File: config.mk
export PLATFORM = sky130hd
export DESIGN_NAME = sram_responder
export DESIGN_NICKNAME = d
export VERILOG_FILES = /design/src/rtl/sram_responder.sv
export SDC_FILE = /design/constraint.sdc
export NUM_CORES = 1
export LEC_CHECK = 0
export BUFFER_PORTS_ARGS = -buffer_cell sky130_fd_sc_hd__buf_4
export CORE_MARGIN = 3
export CORE_UTILIZATION = 40
export CTS_BUF_LIST = sky130_fd_sc_hd__clkbuf_4 sky130_fd_sc_hd__clkbuf_8
export DETAILED_ROUTE_END_ITERATION = 10
export PLACE_DENSITY = 0.77
export SLEW_MARGIN = 20
export SYNTH_ARGS = -nofsm -noshare
export SYNTH_HDL_FRONTEND = slang
export SYNTH_SLANG_ARGS = --single-unit
export TNS_END_PERCENT = 30
File: constraint.sdc
create_clock -name sram_clock -period 5.65 [get_ports sram_clock]
set_input_delay 1.13 -clock sram_clock [delete_from_list [all_inputs] [get_ports sram_clock]]
set_output_delay 1.13 -clock sram_clock [all_outputs]
set_load 0.02 [all_outputs]
File: src/rtl/sram_responder.sv
// sram_responder: turns a valid/ready word request port into synchronous SRAM pin
// timing with a fixed 3-cycle read latency; Rev 1.0
`default_nettype none

module sram_responder #(
  parameter int INIT_CYCLES = 16
) (
  input  logic        sram_clock,
  input  logic        reset,
  input  logic        sram_addr_valid,
  output logic        sram_ready,
  input  logic [17:0] sram_addr,
  input  logic [31:0] sram_data_in,
  input  logic [3:0]  sram_write_mask,
  output logic [31:0] sram_data_out,
  output logic        sram_data_out_valid,
  output logic [17:0] sram_a,
  output logic        sram_ce_n,
  output logic        sram_we_n,
  output logic [3:0]  sram_bw_n,
  output logic [31:0] sram_dq_out,
  output logic        sram_dq_oe,
  input  logic [31:0] sram_dq_in,
  output logic [15:0] rd_count,
  output logic [15:0] wr_count
);

  typedef enum logic [0:0] {
    INIT = 1'b0,
    RUN  = 1'b1
  } state_t;

  localparam logic [15:0] INIT_LAST = 16'(INIT_CYCLES - 1);

  state_t      state;
  state_t      state_next;
  logic [15:0] init_cnt;

  logic        accept;
  logic        is_write;

  // s1 = request on the pins, s2 = data phase; the third stage is the read
  // result register itself (sram_data_out_valid)
  logic        s1_valid;
  logic        s1_write;
  logic [31:0] s1_data;
  logic        s2_valid;
  logic        s2_write;

  assign accept   = sram_addr_valid & sram_ready;
  assign is_write = |sram_write_mask;

  always_comb begin
    state_next = state;
    case (state)
      INIT:    if (init_cnt == INIT_LAST) state_next = RUN;
      RUN:     state_next = RUN;
      default: state_next = INIT;
    endcase
  end

  always_ff @(posedge sram_clock or posedge reset) begin
    if (reset) begin
      state    <= INIT;
      init_cnt <= 16'd0;
    end else begin
      state <= state_next;
      if (state == INIT) init_cnt <= init_cnt + 16'd1;
    end
  end

  // Registered from the next state so ready rises on the same edge RUN is entered
  always_ff @(posedge sram_clock or posedge reset) begin
    if (reset) sram_ready <= 1'b0;
    else       sram_ready <= (state_next == RUN);
  end

  always_ff @(posedge sram_clock or posedge reset) begin
    if (reset) begin
      sram_a    <= 18'd0;
      sram_ce_n <= 1'b1;
      sram_we_n <= 1'b1;
      sram_bw_n <= 4'hF;
    end else if (accept) begin
      sram_a    <= sram_addr;
      sram_ce_n <= 1'b0;
      sram_we_n <= ~is_write;
      sram_bw_n <= ~sram_write_mask;
    end else begin
      sram_ce_n <= 1'b1;
      sram_we_n <= 1'b1;
      sram_bw_n <= 4'hF;
    end
  end

  always_ff @(posedge sram_clock or posedge reset) begin
    if (reset) begin
      s1_valid <= 1'b0;
      s1_write <= 1'b0;
      s1_data  <= 32'd0;
      s2_valid <= 1'b0;
      s2_write <= 1'b0;
    end else begin
      s1_valid <= accept;
      s1_write <= accept & is_write;
      if (accept) s1_data <= sram_data_in;
      s2_valid <= s1_valid;
      s2_write <= s1_write;
    end
  end

  // Write data occupies the bus only in the data phase, so a following read
  // never collides with it
  always_ff @(posedge sram_clock or posedge reset) begin
    if (reset) begin
      sram_dq_oe  <= 1'b0;
      sram_dq_out <= 32'd0;
    end else begin
      sram_dq_oe <= s1_valid & s1_write;
      if (s1_valid & s1_write) sram_dq_out <= s1_data;
    end
  end

  always_ff @(posedge sram_clock or posedge reset) begin
    if (reset) begin
      sram_data_out       <= 32'd0;
      sram_data_out_valid <= 1'b0;
    end else begin
      sram_data_out_valid <= s2_valid & ~s2_write;
      if (s2_valid & ~s2_write) sram_data_out <= sram_dq_in;
    end
  end

  always_ff @(posedge sram_clock or posedge reset) begin
    if (reset) begin
      rd_count <= 16'd0;
      wr_count <= 16'd0;
    end else if (accept) begin
      if (is_write) wr_count <= wr_count + 16'd1;
      else          rd_count <= rd_count + 16'd1;
    end
  end

endmodule

`default_nettype wire

==> results.txt <==
The run finished with clean final reports. The clock latency on the worst-skew pair is 0.45 ns. The setup skew after layout is 0.0103 ns. Yosys mapped the design onto 30 distinct sky130hd cell types. TritonCTS built the clock tree. The wire length of the first global-routing pass is 24,700 um.

CTS saw 175 sinks. The xor/xnor cell area share of the yosys netlist is 5.83%. Summing over every cut layer, the via total after detailed routing is 4,805. The min-delay analysis places its worst path in the category flop to flop. Counting flops with a built-in enable in the synthesized netlist gives 0.

The critical-path maximum fanout came out at 58. The data required time at the worst endpoint came out at 6.03 ns. Clock tree synthesis selected as its root buffer the cell sky130_fd_sc_hd__clkbuf_8. The synthesized-area fraction occupied by adder cells is 0.555%. The cell area after synthesis came out at 6770 um^2. The sum of negative setup slack came out at 0 ns.

The sequential share of the synthesized area came out at 64.8%. The pin count of the biggest net entering global routing came out at 176. After routing the design area is 8990 um^2. The total detailed-routing wirelength came out at 15,800 um. The first-pass iteration count of the detailed router is 5.

The total area inside the core boundary comes to 16,200 um^2. The detailed placement HPWL is 11,100 um. 212 I/O pins were placed. The deepest level of the CTS H-tree is 4. After global routing the overflow that remains totals 0. The critical path data arrival time is 3.09 ns. The worst setup path is of the input pin to flop kind. Summing the areas of all and, or, nand and nor instances in the mapped netlist gives 16.0% of the synthesized area. The maximum buffer depth of the clock tree is 2. In the synthesized netlist the async set-or-reset flop fraction comes to 100%.

Across the VDD grid, the largest voltage drop is 0.183 mV. Registers are responsible for 49.8% of the overall power. The transition time of the tightest slew-check pin came out at 1.01 ns. Of the total power, the clock network draws 29.1%. Leaving out fill and tap cells, the most frequent cells in the layout are 214 x sky130_fd_sc_hd__buf_4, 174 x sky130_fd_sc_hd__nand2_1, 169 x sky130_fd_sc_hd__dfrtp_1. Measured against the total synthesized area, the mux share comes to 11.2%. The worst-case setup slack after placement is 2.34 ns.

The synthesis-stage register bit count came out at 175. The share of the cycle needed by the critical path after routing came out at 47.9%. The wire length per cell is 15.7 um. Summed over all cells, the static leakage comes to 4.50 nW. After technology mapping, the gate count stands at 560. At the end of routability-driven placement, the weighted congestion stood at 0.812. Setup repair after global routing left no endpoint under its margin.

The buffer count from post-CTS setup fixing is 0. In the synthesized netlist the dominant register cell turns out to be sky130_fd_sc_hd__dfrtp_1. The internal cell power came out at 2.07 mW. The post-placement cell area is 8590 um^2. In this run, post-CTS repair resized a total of 0 instances.

The vias per cell is 4.80. For the finished layout, the period the worst path requires is 2.71 ns. The fraction of the mapped netlist area in compound gates came out at 0.148%. The synthesized net count is 652. The vertical extent of the die is 136 um.

In this run, placement finished with an instance count of 970. The count of pins over their slew limit came to 0. The final-stage net count is 865.

The die outline area came out at 18,500 um^2. The smallest setup slack after layout came out at 2.94 ns. Max-cap violations in this run came to 0.

The most frequent standard cell in the layout excluding fill and tap cells is sky130_fd_sc_hd__buf_4. The count of input and output buffers came out at 211. Cells with a size suffix above 1 make up 41.9% of the layout. The worst setup path is launched from an input pin. The final number of setup-violating endpoints came out at 0. In this run the power density over the cells is 333 nW/um^2.

The switching power total came out at 0.934 mW. Derived from the worst setup path, the maximum achievable clock frequency is 0.369 GHz. The initial cell density of the core came out at 41.7%. The net switching share of the total power came out at 31.1%. In this run the horizontal extent of the chip is 136 um. The violation count after the first detailed-routing iteration is 216. The combinational share of power came out at 21.1%.

The number of antenna-violating nets in the routed design came out at 0. The largest family of logic cells by synthesized area is simple AND/OR/NAND/NOR gates. The cts-stage hold buffer count is 0. The repair_antennas step left the layout with diodes totalling 0. The synthesized area per cell came out at 12.1 um^2. The count of placed standard cells in the final layout, fillers left out came out at 1,002. The count of standard-cell rows came out at 46. The area added between synthesis and finish is 33.0%.

The number of warnings reported in the yosys synthesis log is 0. The via count of the first global-routing pass is 4,911. Clock-pin slew was measured on the worst setup and hold paths at 0.10 ns. Buffers inserted during clock tree synthesis total 17. The DRC violation count after routing is 0. The total count of hold-check failures in the final report is 0. STA classifies the critical path endpoint as a flop. The initial antenna violation count is 0. The final worst hold slack is 0.377 ns. The global-route usage over all layers is 17.0%. The worst relative slew slack is 32.7%.
path summary, 6_finish.rpt:
path	start	cells after the start	endpoint	slack, ns
worst min-delay path	s1_valid	0	s2_valid	0.38
max in group asynchronous	reset	3	rd_count[2]	4.05
worst max register to register	sram_ready	6	wr_count[12]	3.06
min in group asynchronous	reset	3	sram_dq_out[25]	0.92
worst max-delay path	sram_addr_valid	7	wr_count[12]	2.94
worst min register to register	s1_valid	0	s2_valid	0.38
Yosys cell counts (2+ instances only):
cell type / n / area share (%)
sky130_fd_sc_hd__nand2_1: 175 / 9.7
sky130_fd_sc_hd__dfrtp_1: 169 / 63
sky130_fd_sc_hd__mux2_2: 65 / 11
sky130_fd_sc_hd__xnor2_1: 31 / 4.0
sky130_fd_sc_hd__nand3_1: 16 / 1.2
sky130_fd_sc_hd__nand4_1: 15 / 1.4
sky130_fd_sc_hd__xor2_1: 14 / 1.8
sky130_fd_sc_hd__clkbuf_1: 13 / 0.72
sky130_fd_sc_hd__nor2_1: 9 / 0.50
sky130_fd_sc_hd__buf_1: 7 / 0.39
sky130_fd_sc_hd__dfstp_2: 6 / 2.3
sky130_fd_sc_hd__nor4_1: 6 / 0.55
sky130_fd_sc_hd__inv_1: 5 / 0.28
sky130_fd_sc_hd__nor3_1: 5 / 0.37
sky130_fd_sc_hd__and4_1: 4 / 0.52
sky130_fd_sc_hd__ha_1: 3 / 0.55
sky130_fd_sc_hd__mux2_1: 2 / 0.33
sky130_fd_sc_hd__nor2_2: 2 / 0.18
sky130_fd_sc_hd__nor4_2: 2 / 0.37
metal layers:
metal / GRT usage, % / wire [um] / vias to the layer above
li1: - / - / 2280
met1: 20.8 / 6530 / 2342
met2: 28.9 / 7700 / 162
met3: 4.81 / 1280 / 21
met4: 5.99 / 262 / 0
met5: 0 / 0 / -
kinds of logic (layout without fill, tap and decap cells):
kind of cell	Yosys count	after routing
buffers and inverters	27	253
adder cells (fa/ha/maj)	3	3
AND/OR/NAND/NOR	242	242
flip-flops	175	175
XOR/XNOR	45	45
AO/OA/AOI/OAI	1	1
multiplexers	67	67
sequential cells by signal, indices dropped and copies added, names as in the netlist:
name                 flops
sram_we_n                1
s1_write                 1
init_cnt                16
s1_valid                 1
sram_a                  18
sram_data_out_valid      1
s2_write                 1
sram_dq_out             32
sram_dq_oe               1
sram_ce_n                1
wr_count                16
s1_data                 32
sram_bw_n                4
sram_data_out           32
sram_ready               1
s2_valid                 1
rd_count                16
critical path, stage by stage:
cell,delay (ns)
sky130_fd_sc_hd__buf_4,0.11
sky130_fd_sc_hd__nand2_2,0.04
sky130_fd_sc_hd__buf_4,0.29
sky130_fd_sc_hd__inv_2,0.78
sky130_fd_sc_hd__nand3_1,0.29
sky130_fd_sc_hd__nor3_1,0.26
sky130_fd_sc_hd__xor2_1,0.16
power by group through the flow:
stage               combinational, mW  sequential (mW)  clock, mW
floorplan                       0.188             1.65          0
global placement                0.630             1.52          0
detailed placement              0.642             1.52          0
CTS                             0.643             1.50      0.900
global route                    0.683             1.52      0.952
finish                          0.632             1.50      0.872
per-stage QoR:
stage	power, mW	utilization [%]
5_1_grt	3.15	55.4
3_5_place_dp	2.16	52.9
4_1_cts	3.04	55.4
6_report	3.00	55.4
3_3_place_gp	2.15	52.9
2_1_floorplan	1.84	-
cell type report:
type                            instances  area (um^2)
Inverter                                6         26.3
Sequential cell                       175         4390
Clock inverter                         15          170
Multi-Input combinational cell        358         2280
Clock buffer                           17          234
Timing Repair Buffer                  215         1630
Fill cell                            1405         7240
Tap cell                              216          270
(Power assumes the default switching activity.)
